===== src/rtl/seq_pkg.sv =====
// Shared types and constants for the sequence player.
package seq_pkg;

   localparam int unsigned STEP_W = 2;

   typedef enum logic [1:0] {
      IDLE = 2'd0,
      SHOW = 2'd1,
      GAP  = 2'd2
   } state_t;

   // Width of a down-counter that must hold max(a, b) - 1.
   function automatic int unsigned cnt_width(input int unsigned a, input int unsigned b);
      int unsigned m;
      m = (a > b) ? a : b;
      return (m > 1) ? $clog2(m) : 1;
   endfunction

endpackage


===== src/rtl/seq_ram.sv =====
// Step storage: one synchronous write port, one asynchronous read port.
module seq_ram
   import seq_pkg::*;
#(
   parameter  int unsigned DEPTH = 16,
   localparam int unsigned AW    = $clog2(DEPTH)
) (
   input  logic              Clock,
   input  logic              we,
   input  logic [AW-1:0]     waddr,
   input  logic [STEP_W-1:0] wdata,
   input  logic [AW-1:0]     raddr,
   output logic [STEP_W-1:0] rdata
);

   logic [STEP_W-1:0] mem [DEPTH];

   // Contents are intentionally not reset; length tracks which entries are valid.
   always_ff @(posedge Clock) begin
      if (we) mem[waddr] <= wdata;
   end

   assign rdata = mem[raddr];

endmodule


===== src/rtl/sequence_player.sv =====
// Records 2-bit steps and plays them back, each shown for ON_CYCLES then blanked for GAP_CYCLES.
module sequence_player
   import seq_pkg::*;
#(
   parameter  int unsigned DEPTH      = 16,
   parameter  int unsigned ON_CYCLES  = 4,
   parameter  int unsigned GAP_CYCLES = 2,
   localparam int unsigned AW         = $clog2(DEPTH),
   localparam int unsigned LW         = AW + 1
) (
   input  logic              Clock,
   input  logic              Reset_n,
   input  logic [2:0]        rand_in,
   input  logic              append,
   input  logic              clear,
   input  logic              play,
   output logic [STEP_W-1:0] step_out,
   output logic              step_valid,
   output logic              busy,
   output logic [LW-1:0]     length,
   output logic              full,
   output logic              play_done
);

   localparam int unsigned CW = cnt_width(ON_CYCLES, GAP_CYCLES);

   logic [1:0]        rst_sync;
   logic              rst_n;
   state_t            state, state_d;
   logic [AW-1:0]     index, index_d;
   logic [CW-1:0]     cnt, cnt_d;
   logic [LW-1:0]     length_d;
   logic [STEP_W-1:0] step_out_d;
   logic              step_valid_d, busy_d, full_d, play_done_d;
   logic              we_c, last_c;
   logic [AW-1:0]     raddr_c;
   logic [STEP_W-1:0] rdata_c;
   logic              unused_rand;

   assign unused_rand = rand_in[2];

   // Reset asserts immediately, releases two clock edges later.
   always_ff @(posedge Clock or negedge Reset_n) begin
      if (!Reset_n) rst_sync <= 2'b00;
      else          rst_sync <= {rst_sync[0], 1'b1};
   end

   assign rst_n = rst_sync[1];

   // Entry 0 is read when starting from IDLE, the following entry when leaving GAP.
   assign raddr_c = (state == GAP) ? index + AW'(1) : '0;
   assign last_c  = (LW'(index) + LW'(1)) >= length;

   seq_ram #(.DEPTH(DEPTH)) u_ram (
      .Clock (Clock),
      .we    (we_c),
      .waddr (length[AW-1:0]),
      .wdata (rand_in[STEP_W-1:0]),
      .raddr (raddr_c),
      .rdata (rdata_c)
   );

   // Next-state and next-output logic; clear overrides everything.
   always_comb begin
      state_d      = state;
      index_d      = index;
      cnt_d        = cnt;
      length_d     = length;
      step_out_d   = step_out;
      step_valid_d = step_valid;
      play_done_d  = 1'b0;
      we_c         = 1'b0;

      if (clear) begin
         state_d      = IDLE;
         length_d     = '0;
         step_out_d   = '0;
         step_valid_d = 1'b0;
      end else begin
         case (state)
            IDLE: begin
               if (play) begin
                  if (length != '0) begin
                     state_d      = SHOW;
                     index_d      = '0;
                     cnt_d        = CW'(ON_CYCLES - 1);
                     step_out_d   = rdata_c;
                     step_valid_d = 1'b1;
                  end else begin
                     play_done_d = 1'b1;
                  end
               end else if (append && !full) begin
                  we_c     = 1'b1;
                  length_d = length + LW'(1);
               end
            end
            SHOW: begin
               if (cnt == '0) begin
                  state_d      = GAP;
                  cnt_d        = CW'(GAP_CYCLES - 1);
                  step_out_d   = '0;
                  step_valid_d = 1'b0;
               end else begin
                  cnt_d = cnt - CW'(1);
               end
            end
            GAP: begin
               if (cnt == '0) begin
                  if (last_c) begin
                     state_d     = IDLE;
                     play_done_d = 1'b1;
                  end else begin
                     state_d      = SHOW;
                     index_d      = index + AW'(1);
                     cnt_d        = CW'(ON_CYCLES - 1);
                     step_out_d   = rdata_c;
                     step_valid_d = 1'b1;
                  end
               end else begin
                  cnt_d = cnt - CW'(1);
               end
            end
            default: state_d = IDLE;
         endcase
      end

      busy_d = (state_d != IDLE);
      full_d = (length_d == LW'(DEPTH));
   end

   // State and output registers.
   always_ff @(posedge Clock or negedge rst_n) begin
      if (!rst_n) begin
         state      <= IDLE;
         index      <= '0;
         cnt        <= '0;
         length     <= '0;
         step_out   <= '0;
         step_valid <= 1'b0;
         busy       <= 1'b0;
         full       <= 1'b0;
         play_done  <= 1'b0;
      end else begin
         state      <= state_d;
         index      <= index_d;
         cnt        <= cnt_d;
         length     <= length_d;
         step_out   <= step_out_d;
         step_valid <= step_valid_d;
         busy       <= busy_d;
         full       <= full_d;
         play_done  <= play_done_d;
      end
   end

endmodule

===== config.mk =====
export PLATFORM = sky130hd
export DESIGN_NAME = sequence_player
export DESIGN_NICKNAME = d
export VERILOG_FILES = /design/src/rtl/seq_pkg.sv /design/src/rtl/seq_ram.sv /design/src/rtl/sequence_player.sv
export SDC_FILE = /design/constraint.sdc
export NUM_CORES = 1
export LEC_CHECK = 0
export ABC_AREA = 1
export ABC_CLOCK_PERIOD_IN_PS = 2600
export CAP_MARGIN = 20
export CORE_ASPECT_RATIO = 1.4
export CORE_MARGIN = 1.5
export CORE_UTILIZATION = 40
export DETAILED_ROUTE_END_ITERATION = 8
export GPL_TIMING_DRIVEN = 0
export MAX_ROUTING_LAYER = met4
export PLACE_DENSITY = 0.59
export SLEW_MARGIN = 20
export SYNTH_ARGS = -nofsm -noshare
export SYNTH_HDL_FRONTEND = slang
export SYNTH_SLANG_ARGS = --single-unit

===== constraint.sdc =====
create_clock -name Clock -period 2.6 [get_ports Clock]
set_clock_uncertainty 0.2 [all_clocks]
set_input_delay 0.39 -clock Clock [delete_from_list [all_inputs] [get_ports Clock]]
set_output_delay 0.39 -clock Clock [all_outputs]
set_load 0.005 [all_outputs]

==> impl_metrics.tcl <==
set metrics [dict create \
    ys_warn_count 0 \
    powerDensity_nw_per_um2 706 \
    period_share 0.908 \
    clock_latency_ns 0.31 \
    worstSetupEndpointType "flop" \
    antenna_cells 0 \
    grtUsageMet1 0.220 \
    cts_inserted_buffers 5 \
    relSlewSlack 0.452 \
    cp.required_ns 2.63 \
    gp_congestion 0.870 \
    die_h_um 102 \
    met3_usage 0.0299 \
    grt_pass1_wl_um 10200 \
    setup_viol 0 \
    h-tree-depth 2 \
    grt_util_met2 0.322 \
    leakagePower_nw 1.37 \
    hold_viol 0 \
    grt_antenna_before_repair 0 \
    crit_type "flop to flop" \
    syn_area_um2 2770 \
    synth_fp_nets 324 \
    final_net_count 348 \
    run_status "completed" \
    gr-max-usage-layer "met2" \
    yosys-top-cells-area "edfxtp_1, dfrtp_1, nand3_1, nand2_1, ha_1" \
    core_um2 6660 \
    area_growth_pct 13.7 \
    yosysSeqAreaShare 0.536 \
    post_cts.repair.setup_buffers 0 \
    rsz0062_at_grt "false" \
    synthCells 300 \
    first_pass_iters 4 \
    grt_pass1_vias 2118 \
    ant_nets 0 \
    hold_path.class "input port to async pin" \
    place_inst 409 \
    vias 2124 \
    hpwlAfterDp_um 4560 \
    worst_slew_pin_slew_ns 0.821 \
    drive_above_1_share 0.0800 \
    post-route-min-period_ns 2.36 \
    cp_max_fo 7 \
    holdBufCountCts 0 \
    drv_cap 0 \
    drtIter0Drc 80 \
    wire_per_inst_um 14.7 \
    fmax_mhz 424 \
    globalRouteTotalUtil 0.189 \
    fin_setup_tns_ns 0 \
    layoutNonFillerInstCount 417 \
    rows 35 \
    routed_wl_um 6140 \
    ios 19 \
    gr-total-overflow 0 \
    clock_sinks 53 \
    r2r_cells 15 \
    synth_cell_types 31 \
    avgSynthCellArea_um2 9.25 \
    synth_top_cell_area_share 0.346 \
    worstSetupStartpointType "flop" \
    drt_drc_violations_left 0 \
    clkTransAtPathRegs_ns 0.10 \
    worstPathArrival_ns 2.39 \
    cts_max_path_buffers 2 \
    cts-root-buf "clkbuf_8" \
    initial_core_util 0.417 \
    routed_via_density 5.09 \
    cts_tree "yes" \
    ir_drop_uv 361 \
    die_w_um 73.4 \
    drv_slew 0 \
    yosysTopAreaCell "edfxtp_1" \
    cts_resized 0 \
    ys_seq_elements 53 \
    port_buffers 17 \
    grt_max_degree 20 \
    dieArea_um2 7450 \
]
[synthesized netlist by cell type]
library cell	instances
nor2_1	29
ha_1	16
nand4_4	1
nor3_1	2
a21o_1	1
inv_1	33
nor3_2	1
nand2_2	2
a21boi_0	1
nand3_2	1
buf_4	2
nand2_4	2
o21ai_4	1
conb_1	1
nand3_1	60
o21ai_2	1
inv_2	4
o21ai_1	6
a211oi_1	1
nand4_1	2
clkinv_1	1
o211ai_1	1
a21oi_1	6
nand2_1	62
buf_2	1
dfrtp_1	21
o21ai_0	5
edfxtp_1	32
buf_6	2
or2_1	1
nor2_4	1
[where the power goes]
group	switching, mW	total [mW]	internal (mW)
logic	0.430	0.704	0.274
clock network	0.272	0.489	0.217
registers	0.0718	1.03	0.962
total	0.774	2.23	1.45
[metal layers]
metal | vias up | part of all wire
li1 | 1051 | -
met1 | 1023 | 0.42
met2 | 40 | 0.53
met3 | 10 | 0.032
met4 | 0 | 0.020
met5 | - | 0
[per-stage QoR]
step | util | setup slack, ns | power [mW] | hold slack [ns] | instance area [um^2]
floorplan | - | 0.544 | 1.53 | -0.106 | 2770
global placement | 0.460 | 0.288 | 1.75 | 0.139 | 3060
detailed placement | 0.460 | 0.260 | 1.76 | 0.144 | 3060
CTS | 0.474 | 0.234 | 2.25 | 0.0287 | 3150
global route | 0.474 | 0.00924 | 2.39 | 0.0339 | 3150
finish | 0.474 | 0.240 | 2.23 | 0.0360 | 3150
[logic make-up after synthesis]
group | synth area share
other | 0.00135
adder cells (fa/ha/maj) | 0.0722
flip-flops | 0.536
buffers and inverters | 0.0668
AND/OR/NAND/NOR | 0.273
AO/OA/AOI/OAI | 0.0505
[registers in the layout, indices dropped and copies added, names as in the netlist]
signal	count
rst_sync	2
busy	1
step_valid	1
length	5
play_done	1
full	1
state	2
step_out	2
cnt	2
u_ram.mem	32
index	4
[cell usage in the layout, fill, tap and decap left out, types with 2 or more instances in the layout]
cell,count
a21oi_1,6
buf_4,2
buf_6,2
clkbuf_8,6
clkdlybuf4s50_1,17
dfrtp_1,21
edfxtp_1,32
ha_1,16
inv_1,33
inv_2,4
nand2_1,62
nand2_2,2
nand2_4,2
nand3_1,60
nand4_1,2
nor2_1,29
nor3_1,2
o21ai_0,5
o21ai_1,6
[critical path, cell delays in order, from the launching register on]
cell	delay, ns
dfrtp_1	0.50
ha_1	0.26
inv_1	0.05
nand2_1	0.05
nand2_1	0.06
inv_1	0.04
ha_1	0.28
nand2_1	0.06
nand2_1	0.05
nand2_1	0.05
nand3_1	0.12
nand2_1	0.13
nand2_1	0.10
nor2_4	0.17
nand2_1	0.08
o21ai_1	0.08
[final timing paths]
path | startpoint | to | slack, ns
max | index[0] | index[3] | 0.24
min | Reset_n | rst_sync[0] | 0.04
max in group asynchronous | rst_sync[1] | index[3] | 1.55
min in group Clock | rst_sync[0] | rst_sync[1] | 0.16
min reg2reg | rst_sync[1] | index[0] | 0.14
max reg2reg | index[0] | index[3] | 0.24
[cell type report]
| class | count | area, um^2 |
|---|---|---|
| Timing Repair Buffer | 17 | 170 |
| Multi-Input combinational cell | 204 | 1100 |
| Clock buffer | 7 | 86.3 |
| Sequential cell | 53 | 1490 |
| Fill cell | 687 | 3500 |
| Inverter | 38 | 143 |
| Tap cell | 92 | 115 |
| Buffer | 5 | 42.5 |
| Clock inverter | 1 | 7.51 |
Power figures use the tool's default switching activity.
